**config.mk**
```make
export PLATFORM = sky130hd
export DESIGN_NAME = systolic_sequencer
export DESIGN_NICKNAME = d
export VERILOG_FILES = /design/src/rtl/tpu_pkg.sv /design/src/rtl/systolic_skew_feeder.sv /design/src/rtl/systolic_sequencer.sv
export SDC_FILE = /design/constraint.sdc
export NUM_CORES = 1
export LEC_CHECK = 0
export CORE_UTILIZATION = 54
export CTS_CLUSTER_DIAMETER = 150
export DETAILED_ROUTE_END_ITERATION = 10
export PLACE_DENSITY = 0.95
export SETUP_SLACK_MARGIN = 0.2
export SLEW_MARGIN = 20
export SYNTH_ARGS = -nofsm -noshare
export SYNTH_HDL_FRONTEND = slang
export SYNTH_SLANG_ARGS = --single-unit
```
**constraint.sdc**
```tcl
create_clock -name clk -period 4.5 [get_ports clk]
set_input_delay 1.35 -clock clk [delete_from_list [all_inputs] [get_ports clk]]
set_output_delay 1.35 -clock clk [all_outputs]
set_load 0.01 [all_outputs]
```
**src/rtl/tpu_pkg.sv**
```systemverilog
// Shared types and helpers for the systolic matrix-multiply sequencer.
package tpu_pkg;

  localparam int unsigned SizeDefault  = 4;
  localparam int unsigned DataWDefault = 8;

  typedef enum logic [2:0] {
    StIdle,
    StClear,
    StFeed,
    StDrain,
    StDone
  } seq_state_e;

  // A dimension is usable when it is non-zero and fits the array.
  function automatic logic dim_ok(input logic [7:0] dim, input int unsigned size);
    return (dim != 8'd0) && (32'(dim) <= size);
  endfunction

endpackage

```
**src/rtl/systolic_skew_feeder.sv**
```systemverilog
// Produces the diagonally skewed A rows / B columns for the systolic array.
// Outputs are registered, so t and feed_en describe the cycle that follows.
module systolic_skew_feeder
  import tpu_pkg::*;
#(
  parameter int unsigned SIZE   = SizeDefault,
  parameter int unsigned DATA_W = DataWDefault
) (
  input  logic                                     clk,
  input  logic                                     reset_n,
  input  logic                                     feed_en,
  input  logic [7:0]                               t,
  input  logic [7:0]                               dim_m,
  input  logic [7:0]                               dim_k,
  input  logic [7:0]                               dim_n,
  input  logic [SIZE-1:0][SIZE-1:0][DATA_W-1:0]    a_mat,
  input  logic [SIZE-1:0][SIZE-1:0][DATA_W-1:0]    b_mat,
  output logic [SIZE-1:0][DATA_W-1:0]              arr_left,
  output logic [SIZE-1:0][DATA_W-1:0]              arr_top
);

  logic [SIZE-1:0][DATA_W-1:0] left_d, left_q;
  logic [SIZE-1:0][DATA_W-1:0] top_d, top_q;

  // Row i carries a[i][k] at t = i + k; column j carries b[k][j] at t = j + k.
  always_comb begin
    left_d = '0;
    top_d  = '0;
    if (feed_en) begin
      for (int i = 0; i < SIZE; i++) begin
        for (int k = 0; k < SIZE; k++) begin
          if ((8'(k) < dim_k) && (t == 8'(i + k))) begin
            if (8'(i) < dim_m) left_d[i] = a_mat[i][k];
            if (8'(i) < dim_n) top_d[i]  = b_mat[k][i];
          end
        end
      end
    end
  end

  always_ff @(posedge clk or negedge reset_n) begin
    if (!reset_n) begin
      left_q <= '0;
      top_q  <= '0;
    end else begin
      left_q <= left_d;
      top_q  <= top_d;
    end
  end

  assign arr_left = left_q;
  assign arr_top  = top_q;

endmodule

```
**src/rtl/systolic_sequencer.sv**
```systemverilog
// Runs one C = A * B job on the SIZE x SIZE systolic array: clear, skewed feed,
// bottom-up drain into row strobes, then a done pulse.
module systolic_sequencer
  import tpu_pkg::*;
#(
  parameter int unsigned SIZE   = SizeDefault,
  parameter int unsigned DATA_W = DataWDefault
) (
  input  logic                                  clk,
  input  logic                                  reset_n,
  input  logic                                  start,
  input  logic [7:0]                            dim_m,
  input  logic [7:0]                            dim_k,
  input  logic [7:0]                            dim_n,
  input  logic [SIZE-1:0][SIZE-1:0][DATA_W-1:0] a_mat,
  input  logic [SIZE-1:0][SIZE-1:0][DATA_W-1:0] b_mat,
  output logic                                  busy,
  output logic                                  done,
  output logic                                  err,
  output logic                                  arr_reset,
  output logic                                  arr_through,
  output logic [SIZE-1:0][DATA_W-1:0]           arr_left,
  output logic [SIZE-1:0][DATA_W-1:0]           arr_top,
  input  logic [SIZE-1:0][DATA_W-1:0]           arr_down,
  output logic                                  c_wr_en,
  output logic [7:0]                            c_wr_row,
  output logic [SIZE-1:0][DATA_W-1:0]           c_wr_data
);

  seq_state_e                           state_q;
  logic [7:0]                           cnt_q;
  logic [7:0]                           m_q, k_q, n_q;
  logic [SIZE-1:0][SIZE-1:0][DATA_W-1:0] a_q, b_q;

  logic                                 busy_q, done_q, err_q;
  logic                                 arr_reset_q, arr_through_q;
  logic                                 c_wr_en_q;
  logic [7:0]                           c_wr_row_q;
  logic [SIZE-1:0][DATA_W-1:0]          c_wr_data_q;

  logic                                 dims_ok;
  logic [7:0]                           feed_last;
  logic [7:0]                           drain_row;
  logic [SIZE-1:0][DATA_W-1:0]          down_masked;
  logic                                 feed_en;
  logic [7:0]                           feed_t;

  assign dims_ok   = dim_ok(dim_m, SIZE) && dim_ok(dim_k, SIZE) && dim_ok(dim_n, SIZE);
  // Feed lasts K + 2*SIZE - 2 cycles so the far corner PE sees its last operand pair.
  assign feed_last = k_q + 8'(2 * SIZE - 3);
  assign drain_row = 8'(SIZE - 1) - cnt_q;

  always_comb begin
    down_masked = '0;
    for (int j = 0; j < SIZE; j++) begin
      if (8'(j) < n_q) down_masked[j] = arr_down[j];
    end
  end

  // Feeder registers its outputs, so hand it the index for the coming cycle.
  assign feed_en = (state_q == StClear) || ((state_q == StFeed) && (cnt_q != feed_last));
  assign feed_t  = (state_q == StClear) ? 8'd0 : cnt_q + 8'd1;

  always_ff @(posedge clk or negedge reset_n) begin
    if (!reset_n) begin
      state_q       <= StIdle;
      cnt_q         <= '0;
      m_q           <= '0;
      k_q           <= '0;
      n_q           <= '0;
      a_q           <= '0;
      b_q           <= '0;
      busy_q        <= 1'b0;
      done_q        <= 1'b0;
      err_q         <= 1'b0;
      arr_reset_q   <= 1'b1;
      arr_through_q <= 1'b0;
      c_wr_en_q     <= 1'b0;
      c_wr_row_q    <= '0;
      c_wr_data_q   <= '0;
    end else begin
      done_q    <= 1'b0;
      err_q     <= 1'b0;
      c_wr_en_q <= 1'b0;
      unique case (state_q)
        StIdle: begin
          arr_reset_q <= 1'b0;
          if (start) begin
            if (dims_ok) begin
              a_q         <= a_mat;
              b_q         <= b_mat;
              m_q         <= dim_m;
              k_q         <= dim_k;
              n_q         <= dim_n;
              busy_q      <= 1'b1;
              arr_reset_q <= 1'b1;
              state_q     <= StClear;
            end else begin
              err_q <= 1'b1;
            end
          end
        end
        StClear: begin
          arr_reset_q <= 1'b0;
          cnt_q       <= '0;
          state_q     <= StFeed;
        end
        StFeed: begin
          if (cnt_q == feed_last) begin
            cnt_q         <= '0;
            arr_through_q <= 1'b1;
            state_q       <= StDrain;
          end else begin
            cnt_q <= cnt_q + 8'd1;
          end
        end
        StDrain: begin
          if (drain_row < m_q) begin
            c_wr_en_q   <= 1'b1;
            c_wr_row_q  <= drain_row;
            c_wr_data_q <= down_masked;
          end
          if (cnt_q == 8'(SIZE - 1)) begin
            cnt_q         <= '0;
            arr_through_q <= 1'b0;
            done_q        <= 1'b1;
            state_q       <= StDone;
          end else begin
            cnt_q <= cnt_q + 8'd1;
          end
        end
        StDone: begin
          busy_q  <= 1'b0;
          state_q <= StIdle;
        end
        default: state_q <= StIdle;
      endcase
    end
  end

  systolic_skew_feeder #(
    .SIZE   (SIZE),
    .DATA_W (DATA_W)
  ) u_feeder (
    .clk      (clk),
    .reset_n  (reset_n),
    .feed_en  (feed_en),
    .t        (feed_t),
    .dim_m    (m_q),
    .dim_k    (k_q),
    .dim_n    (n_q),
    .a_mat    (a_q),
    .b_mat    (b_q),
    .arr_left (arr_left),
    .arr_top  (arr_top)
  );

  assign busy        = busy_q;
  assign done        = done_q;
  assign err         = err_q;
  assign arr_reset   = arr_reset_q;
  assign arr_through = arr_through_q;
  assign c_wr_en     = c_wr_en_q;
  assign c_wr_row    = c_wr_row_q;
  assign c_wr_data   = c_wr_data_q;

endmodule

```
==> results.toml, run 1 <==
[worst_setup_path]
arrival_ns = 3.92
path_max_fanout = 13
worst_ep_required_time_ns = 4.82
cp-startpoint = "cnt_q[0]"
cp-start-kind = "flip-flop"
critPathKind = "reg -> reg"
endpoint_kind = "flip-flop"
rr_startpoint = "cnt_q[0]"

[power_and_ir_drop]
power_frac_clock_pct = 46.0
p_per_area_nw_per_um2 = 312
p_sw_share_pct = 22.0
power_w = 0.00758
p_leak_nw = 10.8
p_switching_w = 0.00167
internal_power_w = 0.00591
peakVddDrop_mv = 0.302
combPwrFrac_pct = 6.3
seq_power_share_pct = 47.7

[final_layout]
finish.net_count = 2223
drive_above_1_share_pct = 20.7
multiInputGateArea_um2 = 7340
register_area_um2 = 10000
final_cell_count_no_fill = 2381
most-common-layout-cells = "clkdlybuf4s50_1, dfrtp_1, mux2_2"
area_delta_synth_final_pct = 34.9
layout_commonest_cell = "clkdlybuf4s50_1"
fin_util_pct = 74.4
fillers = 2027

[synthesis]
muxShareOfSynthArea_pct = 18.2
syn_area_um2 = 18000
syn_area_per_cell_um2 = 12.1
syn-num-nets = 1819
synth.distinct_cells = 66
synth-xor-area-share_pct = 0.779
syn_inst = 1492
ys_seq_elements = 401
synthAdderAreaFrac_pct = 0.835
synth_top_family_by_area = "multiplexers"
synth_edf_count = 0
ys_warn_count = 0
async_reset_ff_share_pct = 100
synth_compound_area_share_pct = 9.95
synthSimpleGateAreaFrac_pct = 10.6
yosysSeqAreaShare_pct = 55.8
synth-main-ff-cell = "dfrtp_1"

[clock_network]
ctsRootBufferMaster = "clkbuf_16"
postCtsHoldBufs = 0
htreeDepth = 2
clkTransAtPathRegs_ns = 0.06
cts_buffers = 42
clock_path_buffers = 3
clk_latency_ns = 0.54
cts_resized = 0
cts_tree = "built"
post_cts_buffers = 0
cts.sinks = 401

[timing]
hold_viol = 0
rsz0062_at_grt = "false"
min_period_ns = 3.60
slew_viol_final = 0
slew_headroom_pct = 28.4
setup_tns_ns = 0
clock_skew_ns = 0.0192
fmax_mhz = 278
setup_viol = 0
min_period_over_period_pct = 79.9
worstMarginPinSlew_ns = 1.06

[floorplan]
die_height_um = 185
core-area_um2 = 32600
io_pins = 425
die_x_um = 185
row_count = 66
die_area_um2 = 34000
start_util_pct = 55.1

[worst_hold_path]
hp-class = "reg -> reg"
min-delay-start = "n_q[6]"

[routing]
wl_per_cell_um = 24.7
drt_iter0_drc = 1285
ant_nets = 0
drt-vias-per-instance = 6.20
vias = 14800
wirelength_mm = 58.9
drt_pass1_iterations = 7
drc_errors = 0

[place]
place_inst = 2294
port_buffers = 424
dp_hpwl_mm = 40.7
place_congestion = 0.886

[flow_run]
max_cap_violations = 0

[status]
status = "completed"

[global_route]
grt_usage_pct = 35.0
grt_max_degree = 101
grt.overflow.total = 0
first_global_vias = 15800
grt_first_pass_wirelength_mm = 89.7
grt_antenna_before_repair = 13
==> path summary, 6_finish.rpt <==
kind | end | slack, ns | cells after the start
hold reg to reg | n_q[6] | 0.50 | 1
min in group asynchronous | u_feeder.arr_top[21] | 0.86 | 1
max in group asynchronous | a_q[0] | 2.67 | 2
setup / recovery | u_feeder.arr_top[21] | 0.90 | 7
hold / removal | n_q[6] | 0.50 | 1
setup reg to reg | u_feeder.arr_top[21] | 0.90 | 7
==> registers in the layout (all words and copies together), names as in the netlist, 32 cells and up <==
name               flops
a_q                  128
b_q                  128
c_wr_data             32
u_feeder.arr_left     32
u_feeder.arr_top      32
==> cell type report <==
class	instances	share of cell area, %
Sequential cell	401	41.4
Multi-Input combinational cell	926	30.2
Timing Repair Buffer	465	19.4
Clock buffer	61	5.08
Tap cell	442	2.28
Inverter	60	0.928
Clock inverter	16	0.613
Antenna cell	10	0.103
==> power by group through the flow <==
| stage | logic [W] | clock network, W | registers, W |
|---|---|---|---|
| 5_1_grt | 0.000512 | 0.00367 | 0.00361 |
| 3_5_place_dp | 0.000473 | 0 | 0.00368 |
| 6_report | 0.000481 | 0.00348 | 0.00361 |
| 2_1_floorplan | 0.0000628 | 0 | 0.00368 |
| 3_3_place_gp | 0.000461 | 0 | 0.00368 |
| 4_1_cts | 0.000480 | 0.00352 | 0.00361 |
==> stage by stage <==
stage	worst slack, ns	area, um2	hold WS, ns
finish	0.903	24300	0.504
global route	0.758	24300	0.513
CTS	0.956	24200	0.502
detailed placement	0.432	22900	0.487
global placement	0.447	22900	0.482
floorplan	1.19	18000	0.465
==> metal layers <==
layer / track usage, % / part of all wire (%) / up-vias / wire length, um
li1: - / - / 6277 / -
met1: 39.6 / 35 / 7362 / 20700
met3: 11.3 / 10 / 240 / 6010
met5: 0 / 0.061 / - / 36
met4: 21.7 / 6.4 / 6 / 3780
met2: 57.6 / 48 / 882 / 28300
==> critical path, stage by stage (launching register included) <==
cell	delay, ns
dfrtp_1	0.61
ha_1	0.54
nand2b_1	0.13
a21boi_0	0.16
o22ai_1	0.44
o211ai_2	0.20
nor4_2	0.94
a2111oi_0	0.37
==> Yosys cell counts, drive strengths merged, types with 4 or more instances <==
master | n | area share, %
dfrtp | 400 | 56
o21ai | 51 | 1.4
mux2i | 33 | 1.8
and2 | 10 | 0.35
a31oi | 10 | 0.35
a2111oi | 11 | 0.74
xnor2 | 10 | 0.49
a211oi | 21 | 0.95
a22o | 22 | 1.1
buf | 54 | 1.5
ha | 12 | 0.83
a221o | 10 | 0.56
clkbuf | 51 | 1.1
o2111a | 4 | 0.25
or4 | 4 | 0.17
a21oi | 27 | 0.75
o211ai | 8 | 0.36
nand3 | 55 | 1.5
nor2 | 60 | 1.3
and3 | 17 | 0.59
nor3b | 4 | 0.17
or2 | 4 | 0.14
nand4 | 46 | 1.6
nor3 | 43 | 1.3
o2bb2ai | 13 | 0.63
mux2 | 261 | 16
a22oi | 4 | 0.17
nor2b | 16 | 0.56
o2111ai | 7 | 0.44
a41oi | 12 | 0.58
a32oi | 16 | 0.78
nor4 | 32 | 1.1
nand2 | 67 | 1.4
inv | 60 | 1.3
xor2 | 6 | 0.29
==> cells by family (layout without fill, tap and decap cells) <==
family / Yosys count / count (layout)
simple gates: 369 / 369
xor+xnor: 16 / 16
buf+inv: 165 / 602
flops: 401 / 401
mux: 294 / 294
compound gates: 235 / 235
other cells: 0 / 10
fa+ha+maj: 12 / 12
Power figures use the tool's default switching activity.
==> run 2, diff against run 1 <==
--- a/config.mk
+++ b/config.mk
@@ -5,10 +5,10 @@
 export SDC_FILE = /design/constraint.sdc
 export NUM_CORES = 1
 export LEC_CHECK = 0
-export CORE_UTILIZATION = 54
+export CORE_UTILIZATION = 50
 export CTS_CLUSTER_DIAMETER = 150
 export DETAILED_ROUTE_END_ITERATION = 10
-export PLACE_DENSITY = 0.95
+export PLACE_DENSITY = 0.91
 export SETUP_SLACK_MARGIN = 0.2
 export SLEW_MARGIN = 20
 export SYNTH_ARGS = -nofsm -noshare
==> constraint.sdc (replaced) <==
create_clock -name clk -period 3.6 [get_ports clk]
set_input_delay 1.08 -clock clk [delete_from_list [all_inputs] [get_ports clk]]
set_output_delay 1.08 -clock clk [all_outputs]
set_load 0.01 [all_outputs]
==> run 2 against run 1 <==
Against the previous run:
- final cell count up 2.2%
- routed wire length down 2.9%
- sequential power up 25%
- clock power up 30%
- sequential share of layout area down 0.71 points
- critical path depth up 1
- global-route usage down 3.9 points
- highest routed layer is now met4
==> results.toml, run 2 (same netlist as run 1, synthesis figures left out) <==
[status]
status = "completed"

[flow_run]
max_cap_violations = 0

[power_and_ir_drop]
power_w = 0.00965
seq_power_share_pct = 46.8
internal_power_w = 0.00756
p_leak_nw = 11.1
combPwrFrac_pct = 6.3
power_frac_clock_pct = 47.0
peakVddDrop_mv = 0.346
p_sw_share_pct = 21.7
p_switching_w = 0.00209
p_per_area_nw_per_um2 = 391

[clock_network]
clkTransAtPathRegs_ns = 0.06
cts_resized = 2
postCtsHoldBufs = 0
htreeDepth = 2
ctsRootBufferMaster = "clkbuf_16"
cts_tree = "built"
clock_path_buffers = 3
cts.sinks = 401
post_cts_buffers = 0
cts_buffers = 44
clk_latency_ns = 0.55

[worst_hold_path]
min-delay-start = "b_q[72]"
hp-class = "reg -> reg"

[final_layout]
finish.net_count = 2263
fin_util_pct = 69.6
register_area_um2 = 10000
reg_top3 = "a_q x128, b_q x128"
fillers = 2321
stdcell_area_um2 = 24700
final_cell_count_no_fill = 2433
drive_above_1_share_pct = 22.1
most-common-layout-cells = "clkdlybuf4s50_1, dfrtp_1, mux2_2"
layout_commonest_cell = "clkdlybuf4s50_1"
area_delta_synth_final_pct = 37.3
multiInputGateArea_um2 = 7350

[worst_setup_path]
path_max_fanout = 15
cp-startpoint = "k_q[1]"
rr_startpoint = "k_q[1]"
max_stage_delay_ns = 0.86
crit_family = "compound AO/OA/AOI/OAI gates"
arrival_ns = 3.79
endpoint_kind = "flip-flop"
cp_num_buf_inv = 2
cp-start-kind = "flip-flop"
critPathKind = "reg -> reg"
worst_ep_required_time_ns = 4.04
worst_path_max_delay_cell = "o2111ai_1"
cp_cell_sequence = "inv_1 -> ha_1 -> xor2_1 -> nor4_1 -> o221ai_4 -> o2111ai_1 -> a2111oi_0 -> buf_4"

[routing]
drt_iter0_drc = 1235
vias = 14800
wl_per_cell_um = 23.5
drt-vias-per-instance = 6.08
wirelength_mm = 57.2
ant_nets = 0
drc_errors = 0
drt_pass1_iterations = 5

[floorplan]
die_height_um = 192
io_pins = 425
start_util_pct = 50.7
die_area_um2 = 36700
die_x_um = 192
core-area_um2 = 35500
row_count = 69

[timing]
fmax_mhz = 299
setup_tns_ns = 0
slew_viol_final = 0
min_period_ns = 3.35
worstMarginPinSlew_ns = 0.950
setup_viol = 0
min_period_over_period_pct = 93.0
slew_headroom_pct = 36.6
rsz0062_at_grt = "false"
clock_skew_ns = 0.0135
hold_viol = 0

[global_route]
grt_first_pass_wirelength_mm = 87.1
grt_usage_pct = 31.2
first_global_vias = 15500
grt_max_degree = 82
grt.overflow.total = 0
grt_antenna_before_repair = 3

[place]
place_congestion = 0.926
dp_hpwl_mm = 40.7
placed_area_um2 = 23200
port_buffers = 424
place_inst = 2351
-- run 2: changes by cell type in the layout (fill, tap and decap cells not counted), moves of 2 or more --
| cell | delta |
|---|---|
| buf_12 | +5 |
| a21oi_1 | +2 |
| a2111oi_2 | +2 |
| buf_4 | +33 |
| a21oi_2 | -2 |
| clkinvlp_4 | -3 |
| diode_2 | -7 |
| a2111oi_0 | -2 |
| clkbuf_16 | +2 |
| clkbuf_1 | +3 |
-- run 2: worst paths after layout --
check	cells past startpoint	end	slack (ns)
worst max-delay path	8	u_feeder.arr_top[18]	0.25
worst min-delay path	1	b_q[72]	0.50
worst max register to register	8	u_feeder.arr_top[18]	0.25
worst min register to register	1	b_q[72]	0.50
max in group asynchronous	2	c_wr_data[25]	2.21
min in group asynchronous	1	u_feeder.arr_left[6]	0.51
-- run 2: area by class of cell --
| class | instances | area share (%) |
|---|---|---|
| inverters | 60 | 0.912 |
| diodes | 3 | 0.0304 |
| clock buffers | 66 | 5.24 |
| repair buffers | 503 | 20.5 |
| multi-input cells | 926 | 29.8 |
| flip-flops and latches | 401 | 40.6 |
| clock inverters | 13 | 0.583 |
| well taps | 461 | 2.34 |
-- run 2: routing by layer --
layer	wire length [um]	GRT usage (%)
met5	0	0
met4	2550	15.3
met3	5070	7.25
met2	27900	51.2
met1	21700	38.7
-- run 2: power by group through the flow --
stage | Sequential [W] | Clock (W) | Combinational (W)
global placement | 0.00460 | 0 | 0.000593
detailed placement | 0.00459 | 0 | 0.000601
global route | 0.00451 | 0.00475 | 0.000644
finish | 0.00451 | 0.00454 | 0.000604
floorplan | 0.00459 | 0 | 0.0000785
CTS | 0.00451 | 0.00457 | 0.000605
-- run 2: through the flow --
| step | hold WS [ns] | setup WS, ns |
|---|---|---|
| floorplan | 0.465 | 0.559 |
| global placement | 0.479 | 0.0351 |
| detailed placement | 0.489 | -0.000331 |
| CTS | 0.502 | 0.260 |
| global route | 0.515 | 0.175 |
| finish | 0.497 | 0.252 |
